`src/rtl/uart_rx_pkg.sv`:
```
// Purpose: shared constants and helpers for the UART receive datapath.
// Latency: n/a (package only).
// Backpressure: n/a (package only).
// Contents: parity-mode codes, receive FIFO entry layout, data-length clamp.
package uart_rx_pkg;

    // Parity mode codes as seen on cfg_par
    localparam logic [1:0] PAR_EVEN  = 2'b00;
    localparam logic [1:0] PAR_ODD   = 2'b01;
    localparam logic [1:0] PAR_MARK  = 2'b10;
    localparam logic [1:0] PAR_SPACE = 2'b11;

    localparam int MIN_DATA_W = 5;

    // Entry layout: data in [max_data_w-1:0], then perr, ferr, brk above it.
    function automatic int ent_w(input int max_data_w);
        return max_data_w + 3;
    endfunction

    function automatic int ent_perr_bit(input int max_data_w);
        return max_data_w;
    endfunction

    function automatic int ent_ferr_bit(input int max_data_w);
        return max_data_w + 1;
    endfunction

    function automatic int ent_brk_bit(input int max_data_w);
        return max_data_w + 2;
    endfunction

    // Out-of-range lengths fall back to the widest supported frame.
    function automatic logic [3:0] eff_len(input logic [3:0] len, input int max_data_w);
        if (int'(len) >= MIN_DATA_W && int'(len) <= max_data_w) begin
            return len;
        end
        return 4'(max_data_w);
    endfunction

endpackage

```
`src/rtl/rx_sync_fifo.sv`:
```
// Purpose: generic synchronous first-word-fall-through FIFO (shared with the TX path).
// Latency: push visible on rd_dat one cycle later; pop advances head one cycle later.
// Backpressure: push while full is dropped unless a pop happens in the same cycle; pop while empty ignored.
// Ports: clk, rst (sync, active-high), push/push_dat, pop, flush -> rd_dat (0 when empty), full, empty, count.
module rx_sync_fifo #(
    parameter int WIDTH = 11,
    parameter int DEPTH = 4,
    localparam int AW = $clog2(DEPTH),
    localparam int CW = AW + 1
) (
    input  logic             clk,
    input  logic             rst,
    input  logic             push,
    input  logic [WIDTH-1:0] push_dat,
    input  logic             pop,
    input  logic             flush,
    output logic [WIDTH-1:0] rd_dat,
    output logic             full,
    output logic             empty,
    output logic [CW-1:0]    count
);

    logic [WIDTH-1:0] mem_q [DEPTH];
    logic [AW-1:0]    wr_ptr_q, wr_ptr_d;
    logic [AW-1:0]    rd_ptr_q, rd_ptr_d;
    logic [CW-1:0]    cnt_q, cnt_d;
    logic             do_push, do_pop;

    assign empty = (cnt_q == '0);
    assign full  = (cnt_q == CW'(DEPTH));

    // A pop frees the slot the simultaneous push needs when full.
    assign do_pop  = pop & ~empty;
    assign do_push = push & (~full | do_pop);

    always_comb begin
        wr_ptr_d = wr_ptr_q;
        rd_ptr_d = rd_ptr_q;
        cnt_d    = cnt_q;
        if (flush) begin
            wr_ptr_d = '0;
            rd_ptr_d = '0;
            cnt_d    = '0;
        end else begin
            if (do_push) wr_ptr_d = wr_ptr_q + 1'b1;
            if (do_pop)  rd_ptr_d = rd_ptr_q + 1'b1;
            case ({do_push, do_pop})
                2'b10:   cnt_d = cnt_q + 1'b1;
                2'b01:   cnt_d = cnt_q - 1'b1;
                default: cnt_d = cnt_q;
            endcase
        end
    end

    always_ff @(posedge clk) begin
        if (rst) begin
            wr_ptr_q <= '0;
            rd_ptr_q <= '0;
            cnt_q    <= '0;
        end else begin
            wr_ptr_q <= wr_ptr_d;
            rd_ptr_q <= rd_ptr_d;
            cnt_q    <= cnt_d;
        end
    end

    // Storage needs no reset: reads are masked while empty.
    always_ff @(posedge clk) begin
        if (!rst && !flush && do_push) begin
            mem_q[wr_ptr_q] <= push_dat;
        end
    end

    assign rd_dat = empty ? '0 : mem_q[rd_ptr_q];
    assign count  = cnt_q;

endmodule

```
`src/rtl/uart_rx_datapath_fifo.sv`:
```
// Purpose: UART receive datapath - shift register, per-frame parity/framing/break checks, receive FIFO.
// Latency: DONE in cycle t makes the checked entry visible on rd_* / RXRDY at t+1.
// Backpressure: frames arriving while the FIFO is full (no pop) are dropped and flagged on sticky OVF.
// Ports: clk, rst, BTU/START/RX/DONE from the RX control FSM; cfg_* frame format;
//        pop/flush/clr from the CPU side; rd_* head entry, RXRDY, full, count, OVF.
module uart_rx_datapath_fifo
    import uart_rx_pkg::*;
#(
    parameter int MAX_DATA_W = 8,
    parameter int FIFO_DEPTH = 4,
    parameter int CNT_W      = $clog2(FIFO_DEPTH) + 1
) (
    input  logic                  clk,
    input  logic                  rst,
    input  logic                  BTU,
    input  logic                  START,
    input  logic                  RX,
    input  logic                  DONE,
    input  logic [3:0]            cfg_len,
    input  logic                  cfg_pen,
    input  logic [1:0]            cfg_par,
    input  logic                  cfg_stop2,
    input  logic                  pop,
    input  logic                  flush,
    input  logic                  clr,
    output logic [MAX_DATA_W-1:0] rd_data,
    output logic                  rd_perr,
    output logic                  rd_ferr,
    output logic                  rd_brk,
    output logic                  RXRDY,
    output logic                  full,
    output logic [CNT_W-1:0]      count,
    output logic                  OVF
);

    localparam int SR_W     = MAX_DATA_W + 3;
    localparam int ENT_W    = ent_w(MAX_DATA_W);
    localparam int PERR_BIT = ent_perr_bit(MAX_DATA_W);
    localparam int FERR_BIT = ent_ferr_bit(MAX_DATA_W);
    localparam int BRK_BIT  = ent_brk_bit(MAX_DATA_W);

    logic [SR_W-1:0]       sr_q, sr_d;
    logic                  ovf_q, ovf_d;

    logic [3:0]            len_eff;
    logic [3:0]            frame_n;
    logic [3:0]            stop_a_idx;
    logic [SR_W-1:0]       frame;
    logic [MAX_DATA_W-1:0] data;
    logic                  par_bit, exp_par, stop_a, stop_b, any_one;
    logic                  perr, ferr, brk;

    logic [ENT_W-1:0]      push_ent, rd_ent;
    logic                  fifo_full, fifo_empty;

    // New bits enter at the MSB, so the last N received bits sit in the top N positions.
    assign sr_d = (BTU & ~START) ? {RX, sr_q[SR_W-1:1]} : sr_q;

    always_comb begin
        len_eff    = eff_len(cfg_len, MAX_DATA_W);
        frame_n    = len_eff + {3'b000, cfg_pen} + 4'd1 + {3'b000, cfg_stop2};
        stop_a_idx = len_eff + {3'b000, cfg_pen};
        // Right-align the frame so the first-received bit lands at bit 0.
        frame      = sr_q >> (4'(SR_W) - frame_n);

        data = '0;
        for (int i = 0; i < MAX_DATA_W; i++) begin
            if (i < int'(len_eff)) data[i] = frame[i];
        end

        // Variable-position bit picks done by loop to keep index widths independent of SR_W.
        par_bit = 1'b0;
        stop_a  = 1'b0;
        stop_b  = 1'b0;
        any_one = 1'b0;
        for (int i = 0; i < SR_W; i++) begin
            if (i == int'(len_eff))        par_bit = frame[i];
            if (i == int'(stop_a_idx))     stop_a  = frame[i];
            if (i == int'(stop_a_idx) + 1) stop_b  = frame[i];
            if (i < int'(frame_n))         any_one = any_one | frame[i];
        end

        case (cfg_par)
            PAR_EVEN:  exp_par = ^data;
            PAR_ODD:   exp_par = ~^data;
            PAR_MARK:  exp_par = 1'b1;
            PAR_SPACE: exp_par = 1'b0;
            default:   exp_par = 1'b0;
        endcase

        perr = cfg_pen & (par_bit != exp_par);
        brk  = ~any_one;
        ferr = ~stop_a | (cfg_stop2 & ~stop_b) | brk;
    end

    assign push_ent = {brk, ferr, perr, data};

    rx_sync_fifo #(
        .WIDTH (ENT_W),
        .DEPTH (FIFO_DEPTH)
    ) u_fifo (
        .clk      (clk),
        .rst      (rst),
        .push     (DONE),
        .push_dat (push_ent),
        .pop      (pop),
        .flush    (flush),
        .rd_dat   (rd_ent),
        .full     (fifo_full),
        .empty    (fifo_empty),
        .count    (count)
    );

    // Drop is only a loss when no pop makes room and no flush discards the frame anyway.
    always_comb begin
        ovf_d = ovf_q;
        if (clr) ovf_d = 1'b0;
        if (DONE & fifo_full & ~pop & ~flush) ovf_d = 1'b1;
    end

    always_ff @(posedge clk) begin
        if (rst) begin
            sr_q  <= '0;
            ovf_q <= 1'b0;
        end else begin
            sr_q  <= sr_d;
            ovf_q <= ovf_d;
        end
    end

    assign rd_data = rd_ent[MAX_DATA_W-1:0];
    assign rd_perr = rd_ent[PERR_BIT];
    assign rd_ferr = rd_ent[FERR_BIT];
    assign rd_brk  = rd_ent[BRK_BIT];
    assign RXRDY   = ~fifo_empty;
    assign full    = fifo_full;
    assign OVF     = ovf_q;

endmodule

```
`config.mk`:
```
export PLATFORM = sky130hd
export DESIGN_NAME = uart_rx_datapath_fifo
export DESIGN_NICKNAME = d
export VERILOG_FILES = /design/src/rtl/uart_rx_pkg.sv /design/src/rtl/rx_sync_fifo.sv /design/src/rtl/uart_rx_datapath_fifo.sv
export SDC_FILE = /design/constraint.sdc
export NUM_CORES = 1
export LEC_CHECK = 0
export CORE_MARGIN = 10
export CORE_UTILIZATION = 40
export CTS_CLUSTER_SIZE = 8
export DETAILED_ROUTE_END_ITERATION = 16
export GPL_TIMING_DRIVEN = 0
export PLACE_DENSITY = 0.6
export SLEW_MARGIN = 15
export SYNTH_ARGS = -nofsm -noshare
export SYNTH_HDL_FRONTEND = slang
export SYNTH_SLANG_ARGS = --single-unit
```
`constraint.sdc`:
```
create_clock -name clk -period 5.75 [get_ports clk]
set_input_delay 1.725 -clock clk [delete_from_list [all_inputs] [get_ports clk]]
set_output_delay 1.725 -clock clk [all_outputs]
set_load 0.05 [all_outputs]
```
# [Word-level counts from Yosys, hierarchy flattened]
# Memory sizes are Yosys's and may differ from the RTL's. A register that Yosys moved wholly into a read port is not among the register bits.
# Cells that the tools add are included.
[classes] n_addsub=9 magnitude_cmp=21 n_eq_ne=37 shifts=1 mux=64 bitwise_logic=29 reduce_logical=15
[ops] cell="$eq A4 B32 Y1 const A" count=4
[ops] cell="$eq A3 B32 Y1 const A" count=2
[ops] cell="$eq A5 B32 Y1 const A" count=2
[ops] cell="$mux W1" count=57
[ops] cell="$eq A4 B4 Y1 const A" count=14
[ops] cell="$eq A2 B32 Y1 const A" count=1
[ops] cell="$logic_not A32 Y1" count=1
[ops] cell="$lt A3 B4 Y1 const A" count=8
[ops] cell="$eq A3 B4 Y1 const A" count=4
[ops] cell="$lt A1 B4 Y1 const A" count=4
[ops] cell="$lt A2 B4 Y1 const A" count=4
[ops] cell="$or A1 B1 Y1" count=13
[ops] cell="$lt A4 B4 Y1 const A" count=3
[ops] cell="$mux W11" count=1
[ops] cell="$shr A11 B4 Y11" count=1
[ops] cell="$add A4 B1 Y4" count=2
[ops] cell="$and A1 B1 Y1" count=8
[ops] cell="$eq A2 B4 Y1 const A" count=2
[ops] cell="$logic_not A4 Y1" count=2
[ops] cell="$mux W4" count=2
[ops] cell="$not A1 Y1" count=8
[ops] cell="$reduce_xnor A8 Y1" count=1
[ops] cell="$reduce_xor A8 Y1" count=1
[ops] cell="$eq A2 B2 Y1 const B" count=3
[ops] cell="other kinds (21)" count=28
[totals] regBits=19 mem_bits_rw=44 inputBits=17 n_memories=1
[memory_table] memory="u_fifo.mem_q" words=4 width=11 read_ports=1 rd_clocked_by_memory_dff=1 write_ports=1 line_no="rx_sync_fifo.sv:23" text="logic [WIDTH-1:0] mem_q [DEPTH];"

# [Longest topological paths before layout]
[depth] depth_word=32 ltp_mapped=20 ltp_nobuf=19

# [Modules after synthesis]
# A second synthesis with hierarchy kept.
[hier_totals] hier_cells=359 hier_area_um2=3932.5
[modules_own_cells] module="rx_sync_fifo" instances=1 cells_each=124 area_each_um2=2150.8 seq_area_each_um2=1501.4
[modules_own_cells] module="uart_rx_datapath_fifo" instances=1 cells_each=235 area_each_um2=1781.7 seq_area_each_um2=240.2

# [Worst setup path before layout]
# OpenSTA, ideal clock, no wires.
[synth_path] kind="input port to flip-flop" from="input port cfg_len[3]" to="memory u_fifo.mem_q[0][8], data pin" arrival_time_ns=5.574 t_required_ns=5.477 slack_ns=-0.097 path_stages=20 path_cell_list="nand3b_1 > inv_1 > ha_1 > clkbuf_1 > inv_1 > ha_1 > inv_1 > ha_1 > xnor2_2 > nand3_2 > nand2_1 > inv_2 > ha_1 > inv_1 > a31oi_1 > a31oi_1 > xnor2_1 > xnor3_1 > mux2_4 > mux2i_1"
[synth_between] elab_cells_between_ends=54 cone_classes="add/sub: 4; order compare: 10; eq/ne: 11; shift: 1; mux: 23; bitwise: 1; reduce/logical: 4"
[synth_rtl] element="start, declared" line_no="uart_rx_datapath_fifo.sv:19" text="input logic [3:0] cfg_len,"
[synth_rtl] element="$ge A4 B3 Y1 or $le A4 B4 Y1 (tied branches)" line_no="uart_rx_pkg.sv:34" text="if (int'(len) >= MIN_DATA_W && int'(len) <= max_data_w) begin"
[synth_rtl] element="$logic_and A1 B1 Y1" line_no="uart_rx_pkg.sv:34"
[synth_rtl] element="$mux W1" line_no="uart_rx_pkg.sv:34"
[synth_rtl] element="$mux W4 *" line_no="uart_rx_pkg.sv:37" text="return 4'(max_data_w);"
[synth_rtl] element="$add A4 B1 Y4 (3 in a row)" line_no="uart_rx_datapath_fifo.sv:61" text="frame_n = len_eff + {3'b000, cfg_pen} + 4'd1 + {3'b000, cfg_stop2};"
[synth_rtl] element="$sub A4 B4 Y4" line_no="uart_rx_datapath_fifo.sv:64" text="frame = sr_q >> (4'(SR_W) - frame_n);"
[synth_rtl] element="$shr A11 B4 Y11" line_no="uart_rx_datapath_fifo.sv:64"
[synth_rtl] element="$mux W1 *" line_no="uart_rx_datapath_fifo.sv:68" text="if (i < int'(len_eff)) data[i] = frame[i];"
[synth_rtl] element="net data[1]" line_no="uart_rx_datapath_fifo.sv:49" text="logic [MAX_DATA_W-1:0] data;"
[synth_rtl] element="$reduce_xnor A8 Y1 or $reduce_xor A8 Y1 (tied branches)" line_no="uart_rx_datapath_fifo.sv:85, uart_rx_datapath_fifo.sv:84"
[synth_rtl] element="$pmux W1 S4 *" line_no="uart_rx_datapath_fifo.sv:83" text="case (cfg_par)"
[synth_rtl] element="$ne A1 B1 Y1 *" line_no="uart_rx_datapath_fifo.sv:91" text="perr = cfg_pen & (par_bit != exp_par);"
[synth_rtl] element="$and A1 B1 Y1 *" line_no="uart_rx_datapath_fifo.sv:91"
[synth_rtl] element="net perr" line_no="uart_rx_datapath_fifo.sv:51" text="logic perr, ferr, brk;"
[synth_rtl] element="end, declared" line_no="rx_sync_fifo.sv:23"
# Mark *: on every way through the listed nets, which the timed path passes. The rest lies on a longest branch. The select of a mux whose other input is x is not followed.

# [Worst setup path in the final report]
[layout_path] from="input port cfg_len[0]" to="memory u_fifo.mem_q[1][8], data pin"
[layout_between] elab_chain_cells=22 elab_cells_between_ends=54 cone_classes="add/sub: 4; order compare: 10; eq/ne: 11; shift: 1; mux: 23; bitwise: 1; reduce/logical: 4"
[layout_rtl] element="$ge A4 B3 Y1 or $le A4 B4 Y1 (tied branches)" line_no="uart_rx_pkg.sv:34"
[layout_rtl] element="$logic_and A1 B1 Y1" line_no="uart_rx_pkg.sv:34"
[layout_rtl] element="$mux W1" line_no="uart_rx_pkg.sv:34"
[layout_rtl] element="$mux W4 *" line_no="uart_rx_pkg.sv:37"
[layout_rtl] element="$add A4 B1 Y4 (3 in a row)" line_no="uart_rx_datapath_fifo.sv:61"
[layout_rtl] element="$sub A4 B4 Y4" line_no="uart_rx_datapath_fifo.sv:64"
[layout_rtl] element="$shr A11 B4 Y11" line_no="uart_rx_datapath_fifo.sv:64"
[layout_rtl] element="$mux W1 (11 in a row)" line_no="uart_rx_datapath_fifo.sv:77" text="if (i == int'(len_eff)) par_bit = frame[i];"
[layout_rtl] element="$ne A1 B1 Y1 *" line_no="uart_rx_datapath_fifo.sv:91"
[layout_rtl] element="$and A1 B1 Y1 *" line_no="uart_rx_datapath_fifo.sv:91"
[layout_rtl] element="net perr" line_no="uart_rx_datapath_fifo.sv:51"
# Marks and branches as above.

==> results.sh <==
export IMPL_run_status="completed"
export IMPL_wl_per_cell_um=16.04
export IMPL_maxCapViolations=0
export IMPL_worst_pin_slew_ns=0.8322
export IMPL_ios=34
export IMPL_hold_class="reg2reg"
export IMPL_rsz0062_at_grt="false"
export IMPL_place_congestion=0.8364
export IMPL_r2r_setup_slack_ns=3.04
export IMPL_max_slew_margin_pct=44.52
export IMPL_synth_top_family_by_area="simple AND/OR/NAND/NOR gates"
export IMPL_p_leak_nw=1.743
export IMPL_drive_above_1_share_pct=22.99
export IMPL_drtPass1Iterations=4
export IMPL_core_area_sq_um=9684
export IMPL_crit_path_cell_trace="dlygate4sd2_1, nand3b_1, inv_1, ha_2, buf_6, inv_2, ha_4, inv_2, ha_4, buf_6, mux2_2, mux2_2, o21ai_4, a211o_1, mux2i_1, xnor3_1, mux2_4, mux2i_4"
export IMPL_vdd_drop_max_mv=0.1372
export IMPL_clock_sinks=65
export IMPL_setup_violations=0
export IMPL_yosysWarningCount=0
export IMPL_hp_start="sr_q[0]"
export IMPL_layout_nets=457
export IMPL_start_kind="input pin"
export IMPL_routed_wl_um=9110
export IMPL_skew_ns=0.01025
export IMPL_area_growth_pct=26.88
export IMPL_p_clk_share_pct=37.4
export IMPL_final_area_sq_um=4979
export IMPL_fill_cells=859
export IMPL_synth_nets=400
export IMPL_cts_max_path_buffers=2
export IMPL_max_freq_mhz=183.2
export IMPL_seqPwrFrac_pct=41.9
export IMPL_worst_setup_path_end_kind="flip-flop"
export IMPL_io_buffer_count=30
export IMPL_crit_path_end="u_fifo.mem_q[1][8]"
export IMPL_root_buffer="clkbuf_8"
export IMPL_synth_area_mux_share_pct=12.37
export IMPL_grt_first_pass_wirelength_um=14860
export IMPL_swShare_pct=26.00
export IMPL_grt_pass1_vias=2995
export IMPL_final_seq_area_sq_um=1742
export IMPL_syn_inst=373
export IMPL_clk_pin_slew_worst_paths_ns=0.07
export IMPL_die_w_um=119.0
export IMPL_slew_viol_final=0
export IMPL_numCtsBuffers=9
export IMPL_dieHeight_um=119.0
export IMPL_period_share_pct=94.94
export IMPL_grt_max_degree=12
export IMPL_placed_area_sq_um=4398
export IMPL_synth_xor_area_share_pct=3.412
export IMPL_netlist_area_sq_um=3924
export IMPL_ys_seq_area_share_pct=44.39
export IMPL_dieArea_sq_um=14170
export IMPL_post_dp_hpwl_um=6462
export IMPL_antenna_found_initial=0
export IMPL_internal_power_mw=0.9044
export IMPL_synth_avg_cell_area_sq_um=10.52
export IMPL_yosys_area_share_adder_pct=3.380
export IMPL_cp_arrival_ns=5.52
export IMPL_cts_max_level=3
export IMPL_switchingPower_mw=0.3178
export IMPL_hold_violations=0
export IMPL_gr_usage_all_layers_pct=12.69
export IMPL_cp_startpoint="cfg_len[0]"
export IMPL_critPathMaxStageDelay_ns=0.45
export IMPL_cts_tree="yes"
export IMPL_cp_slowest_cell="xnor3_1"
export IMPL_synth_cell_type_count=65
export IMPL_finish_utilization_pct=51.41
export IMPL_fin_cells=568
export IMPL_antenna_cells=0
export IMPL_multi_input_area_sq_um=2223
export IMPL_reg2reg_to="u_fifo.mem_q[1][8]"
export IMPL_rows=36
export IMPL_synth_seq_cells=65
export IMPL_power_density_nw_per_um2=245.5
export IMPL_crit_required_ns=5.81
export IMPL_reg2reg_depth=8
export IMPL_synth_edf_count=44
export IMPL_path_class="in2reg"
export IMPL_ys_flop_type="edfxtp_1"
export IMPL_r2r_start="sr_q[6]"
export IMPL_overflow=0
export IMPL_combinationalPowerShare_pct=20.7
export IMPL_antenna_left=0
export IMPL_crit_fanout=10
export IMPL_vias=3008
export IMPL_via_per_inst=5.296
export IMPL_drc_errors=0
export IMPL_clk_latency_ns=0.33
export IMPL_period_minus_slack_ns=5.459
export IMPL_synth_simple_gate_area_share_pct=18.18
export IMPL_drt_initial_drc_count=189
export IMPL_yosysTopAreaCell="edfxtp_1"
export IMPL_synth_top_area_share_pct=33.67
export IMPL_synthTopCellsByArea="edfxtp_1, dfxtp_1, mux4_2"
export IMPL_dp_cells=536
export IMPL_initial_utilization_pct=40.52
export IMPL_hold_buffers=0
export IMPL_hold_ws_ns=0.4742
export IMPL_synth_compound_area_share_pct=14.22
export IMPL_async_flop_share_pct=0
==> state kept, by name (all words and copies together), names as in the netlist, named ones only <==
name,count
u_fifo.rd_ptr_q,2
sr_q,11
OVF,1
u_fifo.wr_ptr_q,2
u_fifo.mem_q,44
u_fifo.count,3
==> cell usage in the layout, fill, tap and decap left out, drive strengths merged, types with 4 or more instances in the layout <==
cell           count
dfxtp             21
and2              19
mux4              12
xnor2              5
nand2             39
clkbuf            19
nor3               4
xor2               6
ha                 9
nand3b             5
a21oi             23
nand4              4
nand2b             7
nor2b              4
clkdlybuf4s50     27
nand3             10
a31oi              5
o21ai             16
and3               6
a211oi             9
mux2               9
mux2i             11
inv               18
edfxtp            44
buf               25
o22ai              6
nor2              27
==> metal layers <==
layer | wire length [um] | up-vias | global-route usage [%] | share of wire [%]
li1 | - | 1491 | - | -
met1 | 3833 | 1450 | 14.67 | 42
met2 | 4798 | 59 | 22.54 | 53
met3 | 364 | 8 | 2.409 | 4.0
met4 | 113 | 0 | 5.038 | 1.2
met5 | 0 | - | 0 | 0
==> timing repair <==
| item | CTS | global route |
|---|---|---|
| buffers inserted | 11 | 6 |
| pin swaps | 6 | 7 |
| setup endpoints to repair | 16 | 8 |
| resized for setup | 31 | 19 |
==> synth_stat cells, drive strengths merged (7+ instances only) <==
master   n
mux2i   11
ha       9
and2    19
mux4    12
nand3   10
buf      7
o21ai   16
nand2b   7
edfxtp  44
nor2    27
dfxtp   21
clkbuf  11
nand2   39
a211oi   9
mux2     9
a21oi   23
inv     18
==> cell type report <==
type                       count  area share (%)
inverter                      19           1.533
multi-input combinational    271           44.66
clock inverter                 6           2.136
timing repair buffer          47           8.671
buffer                        17           2.111
sequential                    65           34.98
tap                          133           3.343
clock buffer                  10           2.563
==> worst min-delay path by stage <==
stage | end | cells past startpoint | slack [ns]
after floorplan | sr_q[0] | 2 | 0.43
after global placement | sr_q[0] | 2 | 0.46
after detailed placement | sr_q[0] | 2 | 0.47
after CTS | sr_q[0] | 2 | 0.48
after global routing | sr_q[0] | 2 | 0.52
final | sr_q[0] | 2 | 0.47
==> through the flow <==
stage | setup slack (ns) | power, mW | TNS [ns]
floorplan | 0.01887 | 0.6731 | 0
global placement | -1.182 | 0.7245 | -16.02
detailed placement | -1.307 | 0.7296 | -17.60
CTS | 0.006795 | 1.216 | 0
global route | 0.1284 | 1.275 | 0
finish | 0.2910 | 1.222 | 0
==> worst max-delay path, delay by kind of cell <==
| kind | cells | cell delay, ns |
|---|---|---|
| AO/OA/AOI/OAI | 2 | 0.30 |
| XOR/XNOR | 1 | 0.45 |
| adder cells (fa/ha/maj) | 3 | 0.69 |
| buffers and inverters | 6 | 0.83 |
| multiplexers | 5 | 1.41 |
| AND/OR/NAND/NOR | 1 | 0.13 |
==> logic make-up after synthesis <==
group           Yosys count
compound gates           82
xor+xnor                 12
fa+ha+maj                10
buf+inv                  37
flops                    65
mux                      32
simple gates            135
==> power groups by stage <==
stage	Clock (mW)	Sequential [mW]	Combinational [mW]
2_1_floorplan	0	0.524	0.149
3_3_place_gp	0	0.523	0.202
3_5_place_dp	0	0.523	0.207
4_1_cts	0.468	0.513	0.236
5_1_grt	0.490	0.513	0.272
6_report	0.457	0.513	0.253
Power figures use the tool's default switching activity.
